[config.mk]
export PLATFORM = sky130hd
export DESIGN_NAME = nano_intc
export DESIGN_NICKNAME = d
export VERILOG_FILES = /design/src/rtl/nano_intc.sv
export SDC_FILE = /design/constraint.sdc
export NUM_CORES = 1
export LEC_CHECK = 0
export ABC_AREA = 1
export BUFFER_PORTS_ARGS = -buffer_cell sky130_fd_sc_hd__buf_2
export CAP_MARGIN = 5
export CELL_PAD_IN_SITES_DETAIL_PLACEMENT = 0
export CELL_PAD_IN_SITES_GLOBAL_PLACEMENT = 1
export CORE_MARGIN = 10
export CORE_UTILIZATION = 35
export CTS_CLUSTER_SIZE = 16
export DETAILED_ROUTE_END_ITERATION = 10
export PLACE_DENSITY_LB_ADDON = 0.1
export SLEW_MARGIN = 20
export SYNTH_ARGS = -nofsm -noshare
export SYNTH_HDL_FRONTEND = slang
export SYNTH_HIERARCHICAL = 1
export SYNTH_SLANG_ARGS = --single-unit
export TNS_END_PERCENT = 100
[constraint.sdc]
create_clock -name clk -period 1.5 [get_ports clk]
set_clock_uncertainty 0.15 [all_clocks]
set_input_delay 0.15 -clock clk [delete_from_list [all_inputs] [get_ports clk]]
set_output_delay 0.15 -clock clk [all_outputs]
set_load 0.02 [all_outputs]
[src/rtl/nano_intc.sv]
// nano_intc: eight-source priority interrupt controller with in-service nesting,
// vector drive during the core's acknowledge cycle and a small I/O register file.

module nano_intc_src #(
  parameter bit LEVEL = 1'b0
) (
  input  logic clk,
  input  logic rst,
  input  logic irq,
  input  logic clr,
  output logic pend
);
  logic s1, s, s_d;

  always_ff @(posedge clk) begin
    if (rst) begin
      s1   <= 1'b0;
      s    <= 1'b0;
      s_d  <= 1'b0;
      pend <= 1'b0;
    end else begin
      s1  <= irq;
      s   <= s1;
      s_d <= s;
      // Level lines: the clear lands for one cycle, then a still-high line reasserts.
      if (LEVEL) begin
        if (clr)    pend <= 1'b0;
        else if (s) pend <= 1'b1;
      end else begin
        if (s & ~s_d) pend <= 1'b1;
        else if (clr) pend <= 1'b0;
      end
    end
  end
endmodule

module nano_intc #(
  parameter logic [3:0] DEV_MASK = 4'h8,
  parameter logic [3:0] DEV_PEND = 4'h9,
  parameter logic [3:0] DEV_EOI  = 4'hA,
  parameter logic [7:0] VEC_BASE = 8'h00,
  parameter logic [7:0] LEVEL    = 8'h00
) (
  input  logic       clk,
  input  logic       rst,
  input  logic [7:0] irq,
  output logic       INT_REQ,
  input  logic       INT_ACK,
  input  logic [3:0] DS,
  input  logic       RW,
  input  logic [7:0] D_in,
  output logic [7:0] D_out,
  output logic       D_oe
);
  localparam int NUM_SRC = 8;

  logic [NUM_SRC-1:0] mask, pend, isr, isr_nxt, act, clr;
  logic [2:0]         cand;
  logic [3:0]         cur;
  logic               act_any, ack_fire, wr_mask, wr_pend, wr_eoi;

  assign act      = pend & mask;
  assign act_any  = |act;
  assign ack_fire = INT_ACK & act_any;
  assign wr_mask  = RW && (DS == DEV_MASK);
  assign wr_pend  = RW && (DS == DEV_PEND);
  assign wr_eoi   = RW && (DS == DEV_EOI);

  // cand defaults to 7 so a spurious acknowledge still gets a defined vector.
  always_comb begin
    cand = 3'd7;
    cur  = 4'd8;
    for (int i = NUM_SRC-1; i >= 0; i--) begin
      if (act[i]) cand = i[2:0];
      if (isr[i]) cur  = i[3:0];
    end
  end

  genvar g;
  generate
    for (g = 0; g < NUM_SRC; g++) begin : g_src
      assign clr[g] = (ack_fire && (cand == 3'(g))) || (wr_pend && D_in[g]);
      nano_intc_src #(.LEVEL(LEVEL[g])) u_src (
        .clk  (clk),
        .rst  (rst),
        .irq  (irq[g]),
        .clr  (clr[g]),
        .pend (pend[g])
      );
    end
  endgenerate

  always_comb begin
    isr_nxt = isr;
    if (wr_eoi)   isr_nxt = isr & (isr - 8'd1);
    if (ack_fire) isr_nxt[cand] = 1'b1;
  end

  always_ff @(posedge clk) begin
    if (rst) begin
      mask    <= '0;
      isr     <= '0;
      INT_REQ <= 1'b0;
    end else begin
      if (wr_mask) mask <= D_in;
      isr     <= isr_nxt;
      INT_REQ <= act_any && ({1'b0, cand} < cur);
    end
  end

  // Acknowledge drive takes the bus even if an I/O access coincides.
  always_comb begin
    D_oe  = 1'b0;
    D_out = 8'h00;
    if (!rst) begin
      if (INT_ACK) begin
        D_oe  = 1'b1;
        D_out = {VEC_BASE[7:5], cand, 2'b00};
      end else if (!RW) begin
        case (DS)
          DEV_MASK: begin D_oe = 1'b1; D_out = mask; end
          DEV_PEND: begin D_oe = 1'b1; D_out = pend; end
          DEV_EOI:  begin D_oe = 1'b1; D_out = isr;  end
          default:  ;
        endcase
      end
    end
  end
endmodule

==> results of run 1 <==
[worst max-delay path: cells and delay by family (launching register included)]
family	cells	cell delay [ns]
AO/OA/AOI/OAI	2	0.43
flip-flops	1	0.34
buffers and inverters	2	0.28
AND/OR/NAND/NOR	2	0.11
[synth_stat cells (all sizes together)]
cell / number / area, um^2
inv: 81 / 306.6
nand2: 69 / 289.0
dfxtp: 49 / 980.9
nor2: 36 / 176.4
nand3: 34 / 240.2
a21oi: 20 / 100.1
o21ai: 16 / 80.07
nand4: 6 / 50.04
o221ai: 3 / 26.28
o22ai: 3 / 18.77
buf: 2 / 22.52
clkbuf: 2 / 7.510
ha: 2 / 25.02
a221oi: 1 / 8.760
a31oi: 1 / 6.260
a41oi: 1 / 8.760
nor3: 1 / 10.01
o211ai: 1 / 7.510
o21a: 1 / 7.510
o31ai: 1 / 7.510
[state kept, by name, indices dropped and copies added (netlist names)]
name              cells
g_src.u_src/s1        8
INT_REQ               1
g_src.u_src/s_d       8
mask                  8
isr                   8
g_src.u_src/s         8
g_src.u_src/pend      8
[area by class of cell]
cell class	instances	share of cell area
sequential	49	0.2748
clock buffer	5	0.01887
multi-input combinational	196	0.3554
tap	77	0.02642
timing repair buffer	106	0.2288
inverter	81	0.08611
clock inverter	2	0.009605
[cells by family after synthesis]
kind of cell	synth area share
AO/OA/AOI/OAI	0.1141
flip-flops	0.4122
buffers and inverters	0.1414
adder cells (fa/ha/maj)	0.01051
AND/OR/NAND/NOR	0.3218
[per-stage QoR]
| step | TNS, ns | cells | hold WS [ns] | total power [W] |
|---|---|---|---|---|
| 4_1_cts | -2.200 | 508 | 0.001255 | 0.002634 |
| 3_3_place_gp | -1.502 | 477 | 0.1992 | 0.001664 |
| 2_1_floorplan | -0.03758 | 330 | 0.07118 | 0.001522 |
| 6_report | -2.738 | 516 | 0.008285 | 0.002620 |
| 5_1_grt | -4.919 | 516 | 0.00005243 | 0.002747 |
| 3_5_place_dp | -1.156 | 477 | 0.2068 | 0.001664 |
[power breakdown]
group          leakage [nW]  switching (W)  total, W  internal (W)
combinational          1.24       0.000180  0.000334      0.000154
sequential            0.408      0.0000244   0.00137       0.00135
clock                0.0540       0.000430  0.000915      0.000485
[repair_timing]
item	in CTS	in global routing
hold endpoints to repair	12	0
hold buffers	12	0
pin swaps	37	24
gates resized for setup	66	45
setup endpoints to repair	20	25
gates cloned	0	0
buffers inserted	12	9
[layer usage]
layer  global-route usage  vias to the layer above  routed length (um)
li1                     -                     1247                   -
met1               0.1663                     1078                3147
met2               0.2125                       42                3238
met3              0.03171                        8                 293
met4              0.04121                        0                  90
met5                    0                        -                   0
[worst paths after layout]
check,depth (start not counted),startpoint,slack [ns],endpoint
hold / removal,3,D_in[1],0.008,mask[1]$_SDFFE_PP0P_
hold reg to reg,2,g_src[5].u_src/s1$_SDFF_PP0_,0.26,g_src[5].u_src/s$_SDFF_PP0_
setup reg to reg,14,mask[0]$_SDFFE_PP0P_,-0.22,g_src[0].u_src/pend$_SDFFE_PP0P_
setup / recovery,6,g_src[2].u_src/pend$_SDFFE_PP0P_,-0.25,D_out[2]
==> summary.md, run 1 <==
| Metric | Value |
|---|---|
| Area growth from synthesis to final layout | 53.26% |
| Static power due to leakage | 1.697 nW |
| DRC violation count after routing | 0 |
| Mean number of vias per cell | 4.603 |
| Pin slew with the least headroom to its limit | 0.4262 ns |
| Power density relative to cell area | 718.2 mW/mm^2 |
| Total die area | 0.01050 mm^2 |
| Sinks on the clock net | 49 |
| Floorplan row count | 29 |
| Maximum net fanout on the critical path | 2 |
| Number of nets still failing antenna checks after routing | 0 |
| Final worst-path setup slack | -0.2511 ns |
| WS Path Type | reg -> out |
| Critical Path Sink Type | output pin |
| Number of endpoints with negative hold slack in the final report | 0 |
| Die span in y | 102.5 um |
| Global route overflow | 0 |
| Post-synthesis cell type count | 31 |
| Utilization of the core after routing | 0.5615 |
| RSZ-0062 raised after global routing | yes |
| Antenna Diode Count | 0 |
| Average wire length per cell after detail routing | 13.12 um |
| Number of global-route vias before repair | 2,264 |
| Post-place setup slack | -0.1693 ns |
| Sequential area share after synthesis | 0.4122 |
| Number of antenna violations at the first check in global routing | 0 |
| Type of element launching the critical path | flip-flop |
| Slowest cell on the critical path | o21ai_0 |
| Violated checks | setup timing |
| Number of detailed-routing iterations run before antenna repair | 4 |
| Net count reported at finish | 465 |
| Post-synthesis area per instance | 7.211 um^2 |
| Placeable Area | 0.006495 mm^2 |
| Total Routed Length | 6770 um |
| Root buf cell | clkbuf_8 |
| I/O pins | 34 |
| Area of placed instances | 0.002934 mm^2 |
| Area of all sequential standard cells | 0.001002 mm^2 |
| Setup violations, final | 22 |
| Syn. warnings | 6 |
| Worst stage delay on the critical path | 0.37 ns |
| Fill count | 603 |
| Critical Path, Cell by Cell | buf_4 -> nand2_1 -> nand2_1 -> o21ai_0 -> a21oi_4 -> buf_6 |
| Worst min-delay path category | in -> reg |
| Number of buffers added by the clock tree synthesis step | 5 |
| Cell seen most often among critical-path stages | nand2_1 |
| Number of buffers on the longest clock path | 2 |
| Maximum number of pins on one net before global-route repair | 31 |
| Area of the mapped netlist | 0.002380 mm^2 |
| Cell count after synthesis | 330 |
| First-iteration detailed-routing DRC count | 101 |
| CTS H-tree lvls | 2 |
| Wire length of the first global-routing pass | 10,850 um |
| Shortest clock period the worst path allows after layout | 1.751 ns |
| Via total after detailed routing | 2,375 |
| Final count of pins violating max slew | 0 |
| Half-perimeter wire length after detailed placement | 4967 um |
| Number of I/O port buffers | 33 |
| Number of nets produced by synthesis | 356 |
| Part of the cycle the worst path needs | 1.167 |
| Arrival time at the worst endpoint | 1.45 ns |
| Relative slew slack | 0.7128 |
| Most frequent cells in the layout | inv_1, buf_4, nand2_1 |
| Highest clock frequency the design can meet | 0.5711 GHz |
| Clock tree from TritonCTS | built |
| Die width | 102.5 um |
| Final design area excluding fillers | 0.003647 mm^2 |
| Total global routing track utilization | 0.1307 |
| VDD IR max | 0.5072 mV |
| Multi-input combinational cell area | 0.001296 mm^2 |
| Maxcap violations | 0 |
| Starting utilization of the core area | 0.3664 |
| Clock Latency Late Sink | 0.30 ns |
| Required time at the endpoint of the critical path | 1.20 ns |
| Status | complete, but fails checks |
| RePlAce Congestion | 0.8302 |
| Most frequent standard cell in the layout excluding fill and tap cells | inv_1 |
| Post-synthesis register bit count | 49 |
| Fraction of final layout cells sized beyond drive strength 1 | 0.4761 |
| Clock transition at the register clock pins on the worst setup and hold paths after CTS | 0.09 ns |
(Power assumes the default switching activity.)
==> inputs of run 2 (changes only) <==
==> constraint.sdc (replaced) <==
create_clock -name clk -period 1.5 [get_ports clk]
set_clock_uncertainty 0.15 [all_clocks]
set_input_delay 0.15 -clock clk [delete_from_list [all_inputs] [get_ports clk]]
set_output_delay 0.15 -clock clk [all_outputs]
set_load 0.01 [all_outputs]
==> summary.md, run 2 (synthesized netlist as in run 1, its figures left out) <==
| Metric | Value |
|---|---|
| Status | complete, but fails checks |
| Violated checks | setup timing |
| Required time at the endpoint of the critical path | 1.56 ns |
| Worst min-delay path category | in -> reg |
| R2R setup slack | -0.23 ns |
| Half-perimeter wire length after detailed placement | 5064 um |
| Part of the cycle the worst path needs | 1.151 |
| Total die area | 0.01050 mm^2 |
| Global route overflow | 0 |
| Utilization of the core after routing | 0.5675 |
| Setup TNS | -2.358 ns |
| Combinational group share of total power | 0.136 |
| Area growth from synthesis to final layout | 54.89% |
| Fraction of final layout cells sized beyond drive strength 1 | 0.4787 |
| Clock Latency Late Sink | 0.30 ns |
| Highest clock frequency the design can meet | 0.5791 GHz |
| Wire length of the first global-routing pass | 11,390 um |
| Via total after detailed routing | 2,414 |
| Most frequent standard cell in the layout excluding fill and tap cells | inv_1 |
| Total placed cells including tap cells | 481 |
| Number of endpoints with negative hold slack in the final report | 0 |
| Floorplan row count | 29 |
| Maxcap violations | 0 |
| Net count reported at finish | 472 |
| Relative slew slack | 0.7316 |
| Total Routed Length | 7067 um |
| Clock tree from TritonCTS | built |
| DRC violation count after routing | 0 |
| RSZ-0062 raised after global routing | yes |
| Die span in y | 102.5 um |
| Type of element launching the critical path | flip-flop |
| Number of nets still failing antenna checks after routing | 0 |
| I/O pins | 34 |
| Power dissipated by switching net loads | 0.0006884 W |
| Final worst-path setup slack | -0.2269 ns |
| Switching portion of total power | 0.2723 |
| Internal power consumption | 0.001839 W |
| Setup violations, final | 22 |
| Final count of pins violating max slew | 0 |
| Die width | 102.5 um |
| Placeable Area | 0.006495 mm^2 |
| First-iteration detailed-routing DRC count | 109 |
| Number of detailed-routing iterations run before antenna repair | 4 |
| Relative contribution of the clock network to total power | 0.322 |
| RePlAce Congestion | 0.8582 |
| Sequential group share of total power | 0.542 |
| Number of antenna violations at the first check in global routing | 0 |
| Antenna Diode Count | 0 |
| VDD IR max | 0.4161 mV |
| Maximum number of pins on one net before global-route repair | 34 |
| Critical Path Sink Type | flip-flop |
| Sinks on the clock net | 49 |
| Clock transition at the register clock pins on the worst setup and hold paths after CTS | 0.10 ns |
| Most frequent cells in the layout | inv_1, buf_4, nand2_1 |
| Pin slew with the least headroom to its limit | 0.4026 ns |
| Number of buffers on the longest clock path | 2 |
| Average wire length per cell after detail routing | 13.49 um |
| Post-route insts no fill | 524 |
| Number of I/O port buffers | 33 |
| WS Path Type | reg -> reg |
| CTS H-tree lvls | 2 |
| Root buf cell | clkbuf_8 |
| Arrival time at the worst endpoint | 1.79 ns |
| Power density relative to cell area | 685.8 mW/mm^2 |
| Static power due to leakage | 1.752 nW |
| Mean number of vias per cell | 4.607 |
| Starting utilization of the core area | 0.3664 |
| Number of buffers added by the clock tree synthesis step | 5 |
| Total global routing track utilization | 0.1365 |
| Shortest clock period the worst path allows after layout | 1.727 ns |
| Total power of the final layout | 0.002528 W |
| Number of global-route vias before repair | 2,374 |
| Maximum net fanout on the critical path | 6 |
## run 2: power by group through the flow
stage	Combinational, W	Sequential [W]	Clock (W)
3_3_place_gp	0.000265	0.00139	0
4_1_cts	0.000324	0.00137	0.000838
6_report	0.000343	0.00137	0.000814
3_5_place_dp	0.000267	0.00139	0
5_1_grt	0.000376	0.00138	0.000905
2_1_floorplan	0.000122	0.00139	0
## run 2: worst paths after layout
path	startpoint	to	depth (start not counted)
hold / removal	D_in[6]	mask[6]$_SDFFE_PP0P_	3
hold reg to reg	g_src[6].u_src/s1$_SDFF_PP0_	g_src[6].u_src/s$_SDFF_PP0_	2
setup reg to reg	mask[0]$_SDFFE_PP0P_	g_src[7].u_src/pend$_SDFFE_PP0P_	12
setup / recovery	mask[0]$_SDFFE_PP0P_	g_src[7].u_src/pend$_SDFFE_PP0P_	12
## run 2: per-stage QoR
stage                     hold WS, ns  area [um^2]  worst slack (ns)
after floorplan               0.07118         2380           0.09409
after global placement         0.1980         2949           -0.1916
after detailed placement       0.2061         2949           -0.2043
after CTS                    0.003934         3520           -0.2082
after global routing          0.01944         3686           -0.3351
final                        0.003883         3686           -0.2269
## run 2: final cells by class
class	count	area, um^2
well taps	77	96.34
multi-input cells	196	1292
flip-flops and latches	49	999.7
clock inverters	3	21.27
repair buffers	113	890.9
clock buffers	5	68.82
inverters	81	316.6
fillers	620	2809
## run 2: timing repair
action,CTS,global route
setup buffers,18,8
resized for setup,68,40
pin swaps,37,22
hold endpoints to repair,13,0
endpoints found under the setup margin,17,25
hold buffers,13,0
## run 2: per-layer routing
| metal | track usage | wire length, um | vias to the layer above | part of all wire |
|---|---|---|---|---|
| li1 | - | - | 1264 | - |
| met1 | 0.1779 | 3440 | 1101 | 0.49 |
| met2 | 0.2193 | 3300 | 41 | 0.47 |
| met3 | 0.02767 | 242 | 8 | 0.034 |
| met4 | 0.04555 | 83 | 0 | 0.012 |
| met5 | 0 | 0 | - | 0 |
## run 2: critical path, cell delays in order (launching register included)
cell,delay (ns)
dfxtp_2,0.38
nand2_4,0.08
nand2_4,0.10
nor2_4,0.05
buf_6,0.12
nand2_4,0.06
nor2_4,0.04
nor2_4,0.17
nand4_1,0.22
nand2_1,0.12
inv_1,0.05
nand3_1,0.06
nand2_1,0.04
==> inputs of run 3 (changes only) <==
--- a/config.mk
+++ b/config.mk
@@ -14,7 +14,9 @@
 export CORE_UTILIZATION = 35
 export CTS_CLUSTER_SIZE = 16
 export DETAILED_ROUTE_END_ITERATION = 10
+export GPL_TIMING_DRIVEN = 0
 export PLACE_DENSITY_LB_ADDON = 0.1
+export SKIP_LAST_GASP = 1
 export SLEW_MARGIN = 20
 export SYNTH_ARGS = -nofsm -noshare
 export SYNTH_HDL_FRONTEND = slang
==> constraint.sdc (replaced) <==
create_clock -name clk -period 2.2 [get_ports clk]
set_clock_uncertainty 0.15 [all_clocks]
set_input_delay 0.22 -clock clk [delete_from_list [all_inputs] [get_ports clk]]
set_output_delay 0.22 -clock clk [all_outputs]
set_load 0.01 [all_outputs]
==> summary.md, run 3 (synthesized netlist as in run 1, its figures left out) <==
| Metric | Value |
|---|---|
| Family with the most delay on the worst path | compound AO/OA/AOI/OAI gates |
| Starting utilization of the core area | 0.3664 |
| Maximum net fanout on the critical path | 4 |
| RePlAce Congestion | 0.8261 |
| Sinks on the clock net | 49 |
| Hold endpoint | mask[0]$_SDFFE_PP0P_ |
| Shortest clock period the worst path allows after layout | 1.985 ns |
| First-iteration detailed-routing DRC count | 98 |
| Worst stage delay on the critical path | 0.34 ns |
| Number of buffers added by the clock tree synthesis step | 5 |
| Most frequent cells in the layout | inv_1, nand2_1, dfxtp_1 |
| Placeable Area | 0.006495 mm^2 |
| Post-route insts no fill | 456 |
| Worst min-delay path category | in -> reg |
| Power density relative to cell area | 617.9 mW/mm^2 |
| Type of element launching the critical path | flip-flop |
| Number of global-route vias before repair | 2,062 |
| Total global routing track utilization | 0.1201 |
| Net count reported at finish | 404 |
| Average wire length per cell after detail routing | 12.74 um |
| Utilization of the core after routing | 0.4383 |
| Wire length of the first global-routing pass | 9949 um |
| Fraction of final layout cells sized beyond drive strength 1 | 0.2190 |
| Area growth from synthesis to final layout | 19.61% |
| Area of all sequential standard cells | 980.9 um^2 |
| WS Path Type | reg -> out |
| Clock transition at the register clock pins on the worst setup and hold paths after CTS | 0.10 ns |
| Reg2Reg Capture Point | g_src[3].u_src/pend$_SDFFE_PP0P_ |
| Most frequent standard cell in the layout excluding fill and tap cells | inv_1 |
| Critical Path Sink Type | output pin |
| CTS H-tree lvls | 2 |
| Highest clock frequency the design can meet | 0.5038 GHz |
| Launch instance of the worst min-delay path | D_in[0] |
| Status | completed |
| Critical R2R Launch | g_src[5].u_src/pend$_SDFFE_PP0P_ |
| Die width | 102.5 um |
| Root buf cell | clkbuf_8 |
| Floorplan row count | 29 |
| Multi-input combinational cell area | 0.001069 mm^2 |
| Maximum number of pins on one net before global-route repair | 37 |
| Clock tree from TritonCTS | built |
| Fill count | 706 |
| Total Routed Length | 5811 um |
| Number of I/O port buffers | 33 |
| Global route overflow | 0 |
| Maxcap violations | 0 |
| Arrival time at the worst endpoint | 1.61 ns |
| Post-Route Hold Slack | 0.03819 ns |
| Number of buffers on the longest clock path | 2 |
| RSZ-0062 raised after global routing | no |
| Half-perimeter wire length after detailed placement | 4466 um |
| Setup violations, final | 0 |
| Mean number of vias per cell | 4.627 |
| R2R cell count | 13 |
| Part of the cycle the worst path needs | 0.9021 |
| Required time at the endpoint of the critical path | 1.83 ns |
| Number of detailed-routing iterations run before antenna repair | 4 |
| R2R setup slack | 0.48 ns |
| Number of buffer and inverter instances along the worst setup path | 1 |
| Slowest cell on the critical path | dfxtp_1 |
| Number of nets still failing antenna checks after routing | 0 |
| Number of antenna violations at the first check in global routing | 0 |
| Relative slew slack | 0.6568 |
| Clock Latency Late Sink | 0.31 ns |
| VDD IR max | 0.3711 mV |
| I/O pins | 34 |
| DRC violation count after routing | 0 |
| Pin slew with the least headroom to its limit | 0.5149 ns |
| Total placed cells including tap cells | 440 |
| Number of endpoints with negative hold slack in the final report | 0 |
| Logic depth of the worst setup path including buffers | 6 |
| Total die area | 0.01050 mm^2 |
| Cell seen most often among critical-path stages | nand2_1 |
| Die span in y | 102.5 um |
| Via total after detailed routing | 2,110 |
| Critical Path, Cell by Cell | nand2_1 -> nand2_1 -> a31oi_2 -> o21ai_0 -> a41oi_1 -> buf_2 |
| Static power due to leakage | 1.327 nW |
| Final count of pins violating max slew | 0 |
| Antenna Diode Count | 0 |
| Worst Hold Depth | 3 |
## run 3: cell count changes in the layout (fill, tap and decap cells not counted), moves of 10 or more
cell	previous run	this run
nand2_1	46	61
inv_1	58	69
buf_6	20	2
nand2_2	16	6
dfxtp_2	15	0
dfxtp_1	34	49
buf_4	50	1
## run 3: per-stage QoR
stage	power (W)	setup TNS, ns	setup slack [ns]	instance area [um^2]
floorplan	0.001033	0	0.7135	2380
global placement	0.001097	-0.1644	-0.06025	2641
detailed placement	0.001098	-0.1297	-0.04799	2641
CTS	0.001785	0	0.05366	2840
global route	0.001851	0	0.01550	2846
finish	0.001759	0	0.2153	2846
## run 3: what timing repair did
item / 4_1_cts / 5_1_grt
hold buffers: 8 / 0
buffers inserted: 0 / 0
hold endpoints to repair: 8 / 0
gates resized for setup: 1 / 1
endpoints found under the setup margin: 4 / 1
## run 3: cell type report
cell class / instances / share of cell area
clock inverters: 3 / 0.01670
well taps: 77 / 0.03385
multi-input cells: 196 / 0.3754
plain buffers: 4 / 0.01055
repair buffers: 41 / 0.08703
clock buffers: 5 / 0.02418
flip-flops and latches: 49 / 0.3446
inverters: 81 / 0.1077
## run 3: report_power, final
part / switching [W] / internal [W]
registers: 0.0000161 / 0.000916
logic: 0.0000943 / 0.0000604
clock network: 0.000325 / 0.000347
total: 0.000435 / 0.00132
## run 3: worst max-delay path by stage
stage / startpoint / endpoint
floorplan: DS[3] / D_out[3]
global placement: rst / D_out[3]
detailed placement: rst / D_out[3]
CTS: g_src[1].u_src/pend$_SDFFE_PP0P_ / D_out[3]
global route: rst / D_out[6]
finish: g_src[5].u_src/pend$_SDFFE_PP0P_ / D_out[3]
## run 3: tightest hold or removal path: cells and delay by family
| family | cells | cell delay (ns) |
|---|---|---|
| buf+inv | 1 | 0.09 |
| compound gates | 2 | 0.16 |
## run 3: per-layer routing
layer / global-route usage / share of wire
met2: 0.1899 / 0.46
met4: 0.03579 / 0.0089
met3: 0.02834 / 0.035
met1: 0.1581 / 0.50
met5: 0 / 0
